**src/rtl/wb_arbiter_pkg.sv**
```systemverilog
// Shared definitions for the writeback arbiter slice.
// Contents: thread/register/data widths, default load-queue depth and
// starvation limit, the writeback request record used by the ALU path, the
// load path and the load queue, the arbitration source enum, and a helper
// that says whether a destination register may be written.
package wb_arbiter_pkg;

  localparam int unsigned NUM_TRD        = 8;
  localparam int unsigned TRD_W          = $clog2(NUM_TRD);
  localparam int unsigned REG_W          = 5;
  localparam int unsigned DATA_W         = 32;
  localparam int unsigned LQ_DEPTH_DEF   = 4;
  localparam int unsigned STARVE_MAX_DEF = 7;
  localparam int unsigned CNT_W          = $clog2(LQ_DEPTH_DEF + 1);

  // vld here means "not squashed": it is cleared by a thread kill while the
  // entry still occupies its slot.
  typedef struct packed {
    logic              vld;
    logic [TRD_W-1:0]  trd;
    logic [REG_W-1:0]  rd;
    logic [DATA_W-1:0] data;
  } wb_req_t;

  typedef enum logic [2:0] {
    SRC_NONE,
    SRC_LQ_STARVE,
    SRC_ALU,
    SRC_LQ,
    SRC_BYPASS
  } wb_src_e;

  // Registers 0 and 1 are architecturally fixed and never written.
  function automatic logic rd_writable(input logic [REG_W-1:0] rd);
    return rd > REG_W'(1);
  endfunction

endpackage

```
**src/rtl/wb_arbiter_if.sv**
```systemverilog
// Bus bundle between the result producers and the writeback arbiter.
// Signals:
//   alu_vld/alu_trd/alu_rd/alu_data  ALU result, alu_stall back-pressure
//   ld_vld/ld_trd/ld_rd/ld_data      load return, ld_rdy handshake
//   kill_vld/kill_trd                thread init/kill
//   wr_en/wr_trd/reg_wr/wr_data      registered regfile write port
//   lq_cnt                           load queue occupancy
// Modports: master = producers/regfile side, slave = arbiter.
interface wb_arbiter_if;
  import wb_arbiter_pkg::*;

  logic              alu_vld;
  logic [TRD_W-1:0]  alu_trd;
  logic [REG_W-1:0]  alu_rd;
  logic [DATA_W-1:0] alu_data;
  logic              alu_stall;

  logic              ld_vld;
  logic [TRD_W-1:0]  ld_trd;
  logic [REG_W-1:0]  ld_rd;
  logic [DATA_W-1:0] ld_data;
  logic              ld_rdy;

  logic              kill_vld;
  logic [TRD_W-1:0]  kill_trd;

  logic              wr_en;
  logic [TRD_W-1:0]  wr_trd;
  logic [REG_W-1:0]  reg_wr;
  logic [DATA_W-1:0] wr_data;
  logic [CNT_W-1:0]  lq_cnt;

  modport master (
    output alu_vld, alu_trd, alu_rd, alu_data,
    output ld_vld, ld_trd, ld_rd, ld_data,
    output kill_vld, kill_trd,
    input  alu_stall, ld_rdy,
    input  wr_en, wr_trd, reg_wr, wr_data, lq_cnt
  );

  modport slave (
    input  alu_vld, alu_trd, alu_rd, alu_data,
    input  ld_vld, ld_trd, ld_rd, ld_data,
    input  kill_vld, kill_trd,
    output alu_stall, ld_rdy,
    output wr_en, wr_trd, reg_wr, wr_data, lq_cnt
  );

endinterface

```
**src/rtl/wb_arbiter_lq.sv**
```systemverilog
// wb_lq: circular FIFO of writeback requests buffering load returns.
// Ports:
//   clk, rst_n          clock, asynchronous active-low reset
//   push, push_req      enqueue at tail (ignored when full)
//   pop                 dequeue head (ignored when empty)
//   kill_vld, kill_trd  clear the valid bit of every entry of kill_trd
//   head                current head entry
//   count, full, empty  occupancy
module wb_lq
  import wb_arbiter_pkg::*;
#(
  parameter  int unsigned DEPTH = LQ_DEPTH_DEF,
  localparam int unsigned PTR_W = $clog2(DEPTH),
  localparam int unsigned CW    = $clog2(DEPTH + 1)
) (
  input  logic             clk,
  input  logic             rst_n,
  input  logic             push,
  input  wb_req_t          push_req,
  input  logic             pop,
  input  logic             kill_vld,
  input  logic [TRD_W-1:0] kill_trd,
  output wb_req_t          head,
  output logic [CW-1:0]    count,
  output logic             full,
  output logic             empty
);

  wb_req_t          mem [DEPTH];
  logic [PTR_W-1:0] rd_ptr;
  logic [PTR_W-1:0] wr_ptr;
  logic [CW-1:0]    count_q;
  logic             do_push;
  logic             do_pop;

  assign full    = (count_q == CW'(DEPTH));
  assign empty   = (count_q == '0);
  assign do_push = push && !full;
  assign do_pop  = pop && !empty;
  assign head    = mem[rd_ptr];
  assign count   = count_q;

  always_ff @(posedge clk or negedge rst_n) begin
    if (!rst_n) begin
      rd_ptr  <= '0;
      wr_ptr  <= '0;
      count_q <= '0;
      for (int unsigned i = 0; i < DEPTH; i++) begin
        mem[PTR_W'(i)] <= '0;
      end
    end else begin
      // Killed entries keep their slot; only the valid bit drops so the
      // eventual pop still consumes the slot but writes nothing.
      if (kill_vld) begin
        for (int unsigned i = 0; i < DEPTH; i++) begin
          if (mem[PTR_W'(i)].trd == kill_trd) begin
            mem[PTR_W'(i)].vld <= 1'b0;
          end
        end
      end
      if (do_push) begin
        mem[wr_ptr] <= push_req;
        wr_ptr      <= wr_ptr + 1'b1;
      end
      if (do_pop) begin
        rd_ptr <= rd_ptr + 1'b1;
      end
      unique case ({do_push, do_pop})
        2'b10:   count_q <= count_q + 1'b1;
        2'b01:   count_q <= count_q - 1'b1;
        default: count_q <= count_q;
      endcase
    end
  end

endmodule

```
**src/rtl/wb_arbiter.sv**
```systemverilog
// wb_arbiter: merges ALU results and load returns onto the shared register
// file write port. ALU has priority; loads not written immediately wait in
// the load queue; a starvation counter forces one queue pop after
// STARVE_MAX consecutive ALU wins with loads waiting. Thread kill squashes
// all in-flight writes of that thread.
// Ports:
//   clk, rst_n  clock, asynchronous active-low reset
//   bus         wb_arbiter_if.slave (ALU/load inputs, kill, write port,
//               alu_stall, ld_rdy, lq_cnt)
module wb_arbiter
  import wb_arbiter_pkg::*;
#(
  parameter int unsigned LQ_DEPTH   = LQ_DEPTH_DEF,
  parameter int unsigned STARVE_MAX = STARVE_MAX_DEF
) (
  input logic          clk,
  input logic          rst_n,
  wb_arbiter_if.slave  bus
);

  localparam int unsigned LQ_CW = $clog2(LQ_DEPTH + 1);
  localparam int unsigned SC_W  = $clog2(STARVE_MAX + 1);

  wb_req_t           alu_req;
  wb_req_t           ld_req;
  wb_req_t           lq_head;
  wb_req_t           win;
  wb_src_e           src;
  logic              lq_full;
  logic              lq_empty;
  logic [LQ_CW-1:0]  lq_count;
  logic              lq_push;
  logic              lq_pop;
  logic              ld_acc;
  logic              alu_stall_w;
  logic              wr_en_nxt;
  logic [SC_W-1:0]   starve_cnt;
  logic [SC_W-1:0]   starve_nxt;

  logic              wr_en_q;
  logic [TRD_W-1:0]  wr_trd_q;
  logic [REG_W-1:0]  reg_wr_q;
  logic [DATA_W-1:0] wr_data_q;

  // Incoming results of a thread being killed this cycle are accepted but
  // marked squashed.
  assign alu_req = '{vld:  !(bus.kill_vld && (bus.alu_trd == bus.kill_trd)),
                     trd:  bus.alu_trd,
                     rd:   bus.alu_rd,
                     data: bus.alu_data};
  assign ld_req  = '{vld:  !(bus.kill_vld && (bus.ld_trd == bus.kill_trd)),
                     trd:  bus.ld_trd,
                     rd:   bus.ld_rd,
                     data: bus.ld_data};

  assign alu_stall_w = !lq_empty && (starve_cnt == SC_W'(STARVE_MAX));
  assign ld_acc      = bus.ld_vld && !lq_full;

  always_comb begin
    src        = SRC_NONE;
    win        = '0;
    lq_pop     = 1'b0;
    starve_nxt = '0;
    if (alu_stall_w) begin
      src    = SRC_LQ_STARVE;
      win    = lq_head;
      lq_pop = 1'b1;
    end else if (bus.alu_vld) begin
      src = SRC_ALU;
      win = alu_req;
    end else if (!lq_empty) begin
      src    = SRC_LQ;
      win    = lq_head;
      lq_pop = 1'b1;
    end else if (ld_acc) begin
      src = SRC_BYPASS;
      win = ld_req;
    end

    // Squashed loads never enter the queue.
    lq_push = ld_acc && (src != SRC_BYPASS) && ld_req.vld;

    // Counts ALU wins while loads are waiting, including one pushed now.
    if ((src == SRC_ALU) && (!lq_empty || lq_push)) begin
      starve_nxt = (starve_cnt == SC_W'(STARVE_MAX)) ? starve_cnt
                                                     : starve_cnt + 1'b1;
    end

    wr_en_nxt = (src != SRC_NONE) && win.vld && rd_writable(win.rd) &&
                !(bus.kill_vld && (win.trd == bus.kill_trd));
  end

  wb_lq #(.DEPTH(LQ_DEPTH)) u_lq (
    .clk      (clk),
    .rst_n    (rst_n),
    .push     (lq_push),
    .push_req (ld_req),
    .pop      (lq_pop),
    .kill_vld (bus.kill_vld),
    .kill_trd (bus.kill_trd),
    .head     (lq_head),
    .count    (lq_count),
    .full     (lq_full),
    .empty    (lq_empty)
  );

  always_ff @(posedge clk or negedge rst_n) begin
    if (!rst_n) begin
      wr_en_q    <= 1'b0;
      wr_trd_q   <= '0;
      reg_wr_q   <= '0;
      wr_data_q  <= '0;
      starve_cnt <= '0;
    end else begin
      wr_en_q    <= wr_en_nxt;
      starve_cnt <= starve_nxt;
      if (src != SRC_NONE) begin
        wr_trd_q  <= win.trd;
        reg_wr_q  <= win.rd;
        wr_data_q <= win.data;
      end
    end
  end

  assign bus.wr_en     = wr_en_q;
  assign bus.wr_trd    = wr_trd_q;
  assign bus.reg_wr    = reg_wr_q;
  assign bus.wr_data   = wr_data_q;
  assign bus.alu_stall = alu_stall_w;
  assign bus.ld_rdy    = !lq_full;
  assign bus.lq_cnt    = CNT_W'(lq_count);

endmodule

```
**src/flat_wrapper.sv**
```systemverilog
// flat-port wrapper written by rule: the top's interface ports become plain ports
module wb_arbiter_flat import wb_arbiter_pkg::*;
#(
  parameter int unsigned LQ_DEPTH   = LQ_DEPTH_DEF,
  parameter int unsigned STARVE_MAX = STARVE_MAX_DEF
)
  (clk, rst_n, bus_alu_vld, bus_alu_trd, bus_alu_rd, bus_alu_data, bus_ld_vld, bus_ld_trd, bus_ld_rd, bus_ld_data, bus_kill_vld, bus_kill_trd, bus_alu_stall, bus_ld_rdy, bus_wr_en, bus_wr_trd, bus_reg_wr, bus_wr_data, bus_lq_cnt);
  wb_arbiter_if bus_i ();
  input logic clk;
  input logic rst_n;
  input wire logic [$bits(bus_i.alu_vld)-1:0] bus_alu_vld;
  input wire logic [$bits(bus_i.alu_trd)-1:0] bus_alu_trd;
  input wire logic [$bits(bus_i.alu_rd)-1:0] bus_alu_rd;
  input wire logic [$bits(bus_i.alu_data)-1:0] bus_alu_data;
  input wire logic [$bits(bus_i.ld_vld)-1:0] bus_ld_vld;
  input wire logic [$bits(bus_i.ld_trd)-1:0] bus_ld_trd;
  input wire logic [$bits(bus_i.ld_rd)-1:0] bus_ld_rd;
  input wire logic [$bits(bus_i.ld_data)-1:0] bus_ld_data;
  input wire logic [$bits(bus_i.kill_vld)-1:0] bus_kill_vld;
  input wire logic [$bits(bus_i.kill_trd)-1:0] bus_kill_trd;
  output wire logic [$bits(bus_i.alu_stall)-1:0] bus_alu_stall;
  output wire logic [$bits(bus_i.ld_rdy)-1:0] bus_ld_rdy;
  output wire logic [$bits(bus_i.wr_en)-1:0] bus_wr_en;
  output wire logic [$bits(bus_i.wr_trd)-1:0] bus_wr_trd;
  output wire logic [$bits(bus_i.reg_wr)-1:0] bus_reg_wr;
  output wire logic [$bits(bus_i.wr_data)-1:0] bus_wr_data;
  output wire logic [$bits(bus_i.lq_cnt)-1:0] bus_lq_cnt;
  assign bus_i.alu_vld = bus_alu_vld;
  assign bus_i.alu_trd = bus_alu_trd;
  assign bus_i.alu_rd = bus_alu_rd;
  assign bus_i.alu_data = bus_alu_data;
  assign bus_i.ld_vld = bus_ld_vld;
  assign bus_i.ld_trd = bus_ld_trd;
  assign bus_i.ld_rd = bus_ld_rd;
  assign bus_i.ld_data = bus_ld_data;
  assign bus_i.kill_vld = bus_kill_vld;
  assign bus_i.kill_trd = bus_kill_trd;
  assign bus_alu_stall = bus_i.alu_stall;
  assign bus_ld_rdy = bus_i.ld_rdy;
  assign bus_wr_en = bus_i.wr_en;
  assign bus_wr_trd = bus_i.wr_trd;
  assign bus_reg_wr = bus_i.reg_wr;
  assign bus_wr_data = bus_i.wr_data;
  assign bus_lq_cnt = bus_i.lq_cnt;
  wb_arbiter #(.LQ_DEPTH(LQ_DEPTH), .STARVE_MAX(STARVE_MAX)) u_core (.clk(clk), .rst_n(rst_n), .bus(bus_i));
endmodule
```
**config.mk**
```make
export PLATFORM = sky130hd
export DESIGN_NAME = wb_arbiter_flat
export DESIGN_NICKNAME = d
export VERILOG_FILES = /design/src/rtl/wb_arbiter_pkg.sv /design/src/rtl/wb_arbiter_if.sv /design/src/rtl/wb_arbiter_lq.sv /design/src/rtl/wb_arbiter.sv /design/src/flat_wrapper.sv
export SDC_FILE = /design/constraint.sdc
export NUM_CORES = 1
export LEC_CHECK = 0
export ABC_AREA = 1
export BUFFER_PORTS_ARGS = -buffer_cell sky130_fd_sc_hd__buf_2
export CORE_UTILIZATION = 44
export CTS_CLUSTER_DIAMETER = 30
export DETAILED_ROUTE_END_ITERATION = 10
export PLACE_DENSITY = 0.7
export SLEW_MARGIN = 20
export SYNTH_ARGS = -nofsm -noshare
export SYNTH_HDL_FRONTEND = slang
export SYNTH_SLANG_ARGS = --single-unit
```
**constraint.sdc**
```tcl
create_clock -name clk -period 3.8 [get_ports clk]
set_clock_uncertainty 0.1 [all_clocks]
set_input_delay 0 -clock clk [delete_from_list [all_inputs] [get_ports clk]]
set_output_delay 0 -clock clk [all_outputs]
set_load 0.05 [all_outputs]
```
==> metrics.md, run 1 <==
| Metric | Value |
|---|---|
| Status | `finished with violations` |
| Failing checks | `hold timing` |
| Top cells by count, synth | `nand2_1 (303), dfrtp_1 (215), o21ai_0 (206)` |
| Core area | `22850 µm²` |
| Final setup violation count | `0` |
| Routability cong. | `0.8568` |
| I/O pin cnt | `134` |
| Vias in the first global route | `9238` |
| DRC violations left | `0` |
| Layout cells sized above 1 | `16.12%` |
| Cell with the most instances after synthesis | `nand2_1` |
| Most area-consuming cells after synthesis | `dfrtp_1 (52%), nand2_1 (11%), o21ai_0 (10%), nor2_1 (4.2%), a21oi_1 (3.9%)` |
| Unrepaired setup endpoints after global routing | `false` |
| CTS tree | `done` |
| Critical path cell sequence | `ha_1, ha_1, inv_2, nor2_4, nand3_1, nand2_1, nand2_1, nand2_1, nand3_1, dlygate4sd3_1, nor2_1, dlygate4sd3_1, nor2_1, dlygate4sd3_1` |
| R2R Setup Slk | `0.16 ns` |
| Nets | `1542` |
| Clock share of power | `31.1%` |
| # H-tree levels | `2` |
| Cell accounting for the most synthesized area | `dfrtp_1` |
| CP required | `4.09 ns` |
| Critical path capture point type | `flop` |
| Number of enable flip-flop cells after synthesis | `0` |
| Leakage | `6.468 nW` |
| DRT antenna net count | `0` |
| HP Class | `in -> async` |
| Worst path bufs/invs | `4` |
| Critical Path AT | `3.92 ns` |
| Rel. slew slack | `36.23%` |
| Comb pwr share | `36.8%` |
| Initial DRC Count | `747` |
| DP Area | `10980 µm²` |
| Worst-path clk slew | `0.05 ns` |
| WHS | `-0.0005358 ns` |
| Routed len/inst | `15.93 µm` |
| Initial core utilization | `45.31%` |
| Mapped Avg Cell Area | `8.282 µm²` |
| Die area | `24150 µm²` |
| Antenna diodes | `0` |
| Synth Warn # | `0` |
| Psw | `4.908 mW` |
| Via density | `5.263` |
| Max-Cap Viols | `0` |
| CP max FO | `7` |
| Reg2Reg Depth | `14` |
| Final cell area excluding filler cells | `13380 µm²` |
| Sequential element share of the synthesized area | `51.97%` |
| CP max stage cell | `dlygate4sd3_1` |
| Yosys cell types | `32` |
| Max Clock Freq | `275.1 MHz` |
| #FFs+latches synth | `215` |
| WL final | `28490 µm` |
| PortBufs | `133` |
| RR Endpoint | `u_core.bus.wr_en` |
| Tcrit/Tclk final | `95.67%` |
| Detailed-router iteration count before antenna repair | `5` |
| Die height | `155.4 µm` |
| Root Buffer | `clkbuf_16` |
| Pwr dens | `920.8 nW/µm²` |
| FP Rows | `55` |
| P_int | `7.416 mW` |
| Postcts setup bufs | `0` |
| Worst skew pair latency | `0.52 ns` |
| Netlist Area Pre-Place | `10350 µm²` |
| Reg-to-reg critical path startpoint | `u_core.starve_cnt[0]` |
| Reg power frac | `32.2%` |
| CP max stage delay | `0.59 ns` |
| Clock Path Buffers | `3` |
| Crit path time final | `3.636 ns` |
| Family with the most delay on the worst path | `buffers and inverters` |
| CTS Sinks | `215` |
| Area growth from synthesis to final layout | `29.28%` |
| Critical path startpoint category | `flop` |
| DPL Wire Length | `15750 µm` |
| Final hold vios | `3` |
| Yosys top cell area share | `51.97%` |
| Slew Viols, Final | `0` |
| Post-synth net total | `1346` |
| Main synth FF type | `dfrtp_1` |
| CTS Buf Count | `42` |
| Die width | `155.4 µm` |
| Vias | `9415` |
| First-pass GRT wire length | `47200 µm` |
| Largest net degree at the start of global routing | `95` |
| Overflow after GRT | `0` |
| Cell count after synthesis | `1250` |
| Sw frac | `39.83%` |
| Worst Max-Slew Pin Slew | `0.9566 ns` |
| Initial antenna violation count | `0` |
| Asr flop ratio synth | `100.0%` |
| Fin worst setup slack | `0.1644 ns` |
| Critical path type | `reg -> reg` |
| Fin Setup TNS | `0 ns` |
| Gr usage total | `24.29%` |
| VDD IR max | `0.0006651 V` |
| Pre-CTS setup slack | `1.258 ns` |
metrics by stage:
stage               utilization [%]  hold WS (ns)  std cells  total power [mW]
finish                        58.58    -0.0005358       1789             12.32
global route                  58.58       0.06762       1789             13.13
CTS                           58.57       0.02582       1789             12.36
detailed placement            48.07      -0.01211       1623             8.338
global placement              48.07      -0.01266       1623             8.225
floorplan                         -       -0.3956       1250             7.336
worst register-to-register path, delay by kind of cell (launching register included):
kind | cells | cell delay, ns
buffers and inverters | 4 | 1.81
AND/OR/NAND/NOR | 8 | 0.78
adder cells (fa/ha/maj) | 2 | 0.46
flip-flops | 1 | 0.36
timing repair:
action | CTS | global route
hold buffers | 92 | 0
resized for setup | 0 | 1
hold endpoints to repair | 287 | 0
setup endpoints to repair | 0 | 1
cells in the final DEF, fill, tap and decap left out, types with 7 or more instances in the layout:
| cell type | instances |
|---|---|
| nand2_1 | 303 |
| dfrtp_1 | 214 |
| o21ai_0 | 206 |
| buf_2 | 132 |
| nor2_1 | 117 |
| dlygate4sd3_1 | 92 |
| a21oi_1 | 80 |
| o21ai_1 | 72 |
| inv_1 | 53 |
| clkbuf_16 | 43 |
| o22ai_1 | 36 |
| nand3_1 | 27 |
| xor2_1 | 14 |
| clkinv_2 | 8 |
| ha_1 | 7 |
| bufinv_16 | 7 |
| buf_4 | 7 |
layer usage:
layer	share of wire, %	GRT usage [%]	wire [µm]
met2	46	40.51	13210
met4	1.6	6.256	457
met1	46	33.40	13070
met5	0	0	0
met3	6.2	3.259	1756
worst max path at each step:
stage | to | from | slack (ns) | cells after the start
finish | u_core.bus.wr_en | u_core.starve_cnt[0] | 0.16 | 14
global route | u_core.bus.wr_en | u_core.u_lq.rd_ptr[0] | 0.07 | 13
CTS | u_core.bus.wr_en | u_core.u_lq.rd_ptr[0] | 0.03 | 13
detailed placement | u_core.bus.wr_data[3] | bus_alu_vld | 1.26 | 7
global placement | u_core.bus.wr_data[10] | bus_alu_vld | 1.34 | 7
floorplan | u_core.u_lq.count[2] | u_core.u_lq.count[2] | 1.13 | 12
power by group through the flow:
stage	Clock [mW]	Sequential, mW	Combinational [mW]
after CTS	3.88	3.95	4.54
after detailed placement	0	3.96	4.38
after global routing	4.00	4.08	5.05
final	3.83	3.96	4.53
after floorplan	0	4.65	2.69
after global placement	0	3.93	4.29
cell type report:
type	instances	area (µm²)
fill	2057	9463
tap	313	391.6
sequential	215	5381
clock inverter	24	325.3
clock buffer	50	1152
multi-input combinational	893	4224
timing repair buffer	234	1679
inverter	60	230.2
logic make-up after synthesis:
group	share of synthesized area, %
adder cells (fa/ha/maj)	1.039
XOR/XNOR	1.438
AO/OA/AOI/OAI	20.03
buffers and inverters	7.300
AND/OR/NAND/NOR	18.23
flip-flops	51.97
Power figures use the tool's default switching activity.
==> run 2, diff against run 1 <==
CTS_BUF_LIST = sky130_fd_sc_hd__clkbuf_16   (was not set)
GPL_TIMING_DRIVEN = 0   (was not set)
RECOVER_POWER = 50   (was not set)
==> run 2 against run 1 <==
  * The run ends with capacitance limit, slew limit left
  * Highest routed layer unchanged
  * Sequential power rose by 1%
  * Core utilization up 2.7 points
  * Non-clock buffer count is 83 higher
  * Critical path depth did not move
  * Final area up 4.6%
  * Die area unchanged
  * Routed wire length grew 13%
==> metrics.md, run 2 (synthesis gave the netlist of run 1 again) <==
| Metric | Value |
|---|---|
| Via density | `5.340` |
| Reg2Reg Depth | `14` |
| DPL Wire Length | `20690 µm` |
| Layout cells sized above 1 | `15.82%` |
| Commonest non-fill, non-tap cell in the layout | `nand2_1` |
| # H-tree levels | `2` |
| CP required | `4.11 ns` |
| DP Area | `11460 µm²` |
| CP max FO | `7` |
| Postcts setup bufs | `0` |
| Reg area | `5380 µm²` |
| CP max stage delay | `0.55 ns` |
| Rel. slew slack | `-59.01%` |
| FP Rows | `55` |
| CTS Buf Count | `46` |
| Multi-input logic area | `4219 µm²` |
| Initial DRC Count | `837` |
| Core area | `22850 µm²` |
| RR Endpoint | `u_core.bus.wr_en` |
| Failing checks | `capacitance limit, slew limit` |
| Critical path type | `reg -> reg` |
| WHS | `0.2348 ns` |
| Fin worst setup slack | `0.3208 ns` |
| Routability cong. | `0.8841` |
| Final hold vios | `0` |
| Critical path cell sequence | `ha_1, ha_2, inv_2, nor2_4, nand3_1, nand2_1, nand2_1, nand2_1, nand3_1, dlygate4sd3_1, nor2_1, dlygate4sd3_1, nor2_1, dlygate4sd3_1` |
| CTS tree | `done` |
| I/O pin cnt | `134` |
| Critical Path Start | `u_core.starve_cnt[1]` |
| Fin Setup TNS | `0 ns` |
| CP max stage cell | `dlygate4sd3_1` |
| WHS Path Cells | `4` |
| Gr usage total | `27.72%` |
| Nets | `1629` |
| Psw | `5.270 mW` |
| Fillers | `2030` |
| Root Buffer | `clkbuf_16` |
| Reg power frac | `30.9%` |
| Die width | `155.4 µm` |
| Tcrit/Tclk final | `91.56%` |
| DRT antenna net count | `0` |
| Die area | `24150 µm²` |
| Leakage | `6.693 nW` |
| Critical path capture point type | `flop` |
| Area growth from synthesis to final layout | `35.21%` |
| Comb pwr share | `37.8%` |
| Status | `finished with violations` |
| Reg-to-reg critical path startpoint | `u_core.starve_cnt[1]` |
| Clock share of power | `31.3%` |
| Max Clock Freq | `287.4 MHz` |
| Max-Cap Viols | `2` |
| HP Class | `in -> reg` |
| Worst Max-Slew Pin Slew | `2.385 ns` |
| WL final | `32260 µm` |
| PortBufs | `131` |
| Final setup violation count | `0` |
| Critical path startpoint category | `flop` |
| Pwr dens | `926.6 nW/µm²` |
| First-pass GRT wire length | `52740 µm` |
| HP Start | `bus_ld_data[27]` |
| Detailed-router iteration count before antenna repair | `6` |
| Pre-CTS setup slack | `0.7328 ns` |
| Overflow after GRT | `0` |
| Antenna diodes | `0` |
| Routed len/inst | `17.15 µm` |
| Largest net degree at the start of global routing | `88` |
| Initial core utilization | `45.31%` |
| Sw frac | `40.63%` |
| Worst skew pair latency | `0.53 ns` |
| DRC violations left | `0` |
| VDD IR max | `0.0006165 V` |
| Commonest cells after routing, fill and taps aside | `nand2_1 (303), dfrtp_1 (215), o21ai_0 (206)` |
| Final cell area excluding filler cells | `14000 µm²` |
| R2R Setup Slk | `0.32 ns` |
| Unrepaired setup endpoints after global routing | `false` |
| P_int | `7.700 mW` |
| Total power draw | `12.97 mW` |
| Initial antenna violation count | `0` |
| Vias | `10050` |
| Worst-path clk slew | `0.05 ns` |
| Crit path time final | `3.479 ns` |
| Slew Viols, Final | `130` |
| Clock Path Buffers | `3` |
| Critical Path AT | `3.79 ns` |
| Die height | `155.4 µm` |
| Vias in the first global route | `10220` |
| CTS Sinks | `215` |
run 2: changes by cell type in the layout (fill, tap and decap cells not counted), sizes merged:
cell / previous run / this run
inv: 62 / 65
clkinv: 12 / 20
clkbuf: 51 / 114
bufinv: 7 / 8
dlymetal6s4s: 0 / 1
clkinvlp: 3 / 4
buf: 141 / 145
dlygate4sd3: 92 / 103
run 2: power groups by stage:
stage | Clock [mW] | Sequential, mW | Combinational, mW
global placement | 0 | 3.95 | 4.64
floorplan | 0 | 4.65 | 2.69
detailed placement | 0 | 3.98 | 4.75
CTS | 4.09 | 3.97 | 4.95
global route | 4.22 | 4.12 | 5.42
finish | 4.06 | 4.00 | 4.91
run 2: through the flow:
| step | cells | utilization [%] |
|---|---|---|
| 3_3_place_gp | 1694 | 49.90 |
| 2_1_floorplan | 1250 | - |
| 4_1_cts | 1883 | 61.75 |
| 3_5_place_dp | 1696 | 50.18 |
| 6_report | 1881 | 61.27 |
| 5_1_grt | 1881 | 61.27 |
run 2: how the worst max path moves through the flow:
| stage | depth (start not counted) | endpoint |
|---|---|---|
| after floorplan | 12 | u_core.u_lq.count[2] |
| after detailed placement | 13 | u_core.u_lq.count[2] |
| final | 14 | u_core.bus.wr_en |
| after global placement | 1 | u_core.bus.wr_data[24] |
| after CTS | 15 | u_core.bus.wr_en |
| after global routing | 14 | u_core.bus.wr_en |
run 2: layout make-up:
cell class / count / share of cell area (%)
flip-flops and latches: 215 / 38.44
multi-input cells: 893 / 30.14
repair buffers: 237 / 11.97
clock buffers: 46 / 8.224
plain buffers: 80 / 3.692
clock inverters: 37 / 3.093
well taps: 313 / 2.798
inverters: 60 / 1.645
run 2: what timing repair did:
item / 4_1_cts / 5_1_grt
setup endpoints to repair: 0 / 1
endpoints found under the hold margin: 337 / 0
hold buffers: 104 / 0
resized for setup: 0 / 1
run 2: routing by layer:
metal  share of wire, %  track usage [%]  wire length [µm]  vias to the layer above
li1                   -                -                 -                     4724
met1                 44            37.35             14090                     4791
met2                 46            45.29             14930                      474
met3                8.2            5.181              2653                       56
met4                1.8            8.777               584                        0
met5                  0                0                 0                        -
run 2: critical path: cells and delay by family, from the launching register on:
| family | cells | cell delay, ns |
|---|---|---|
| adder cells (fa/ha/maj) | 2 | 0.44 |
| buffers and inverters | 4 | 1.74 |
| flip-flops | 1 | 0.36 |
| AND/OR/NAND/NOR | 8 | 0.70 |
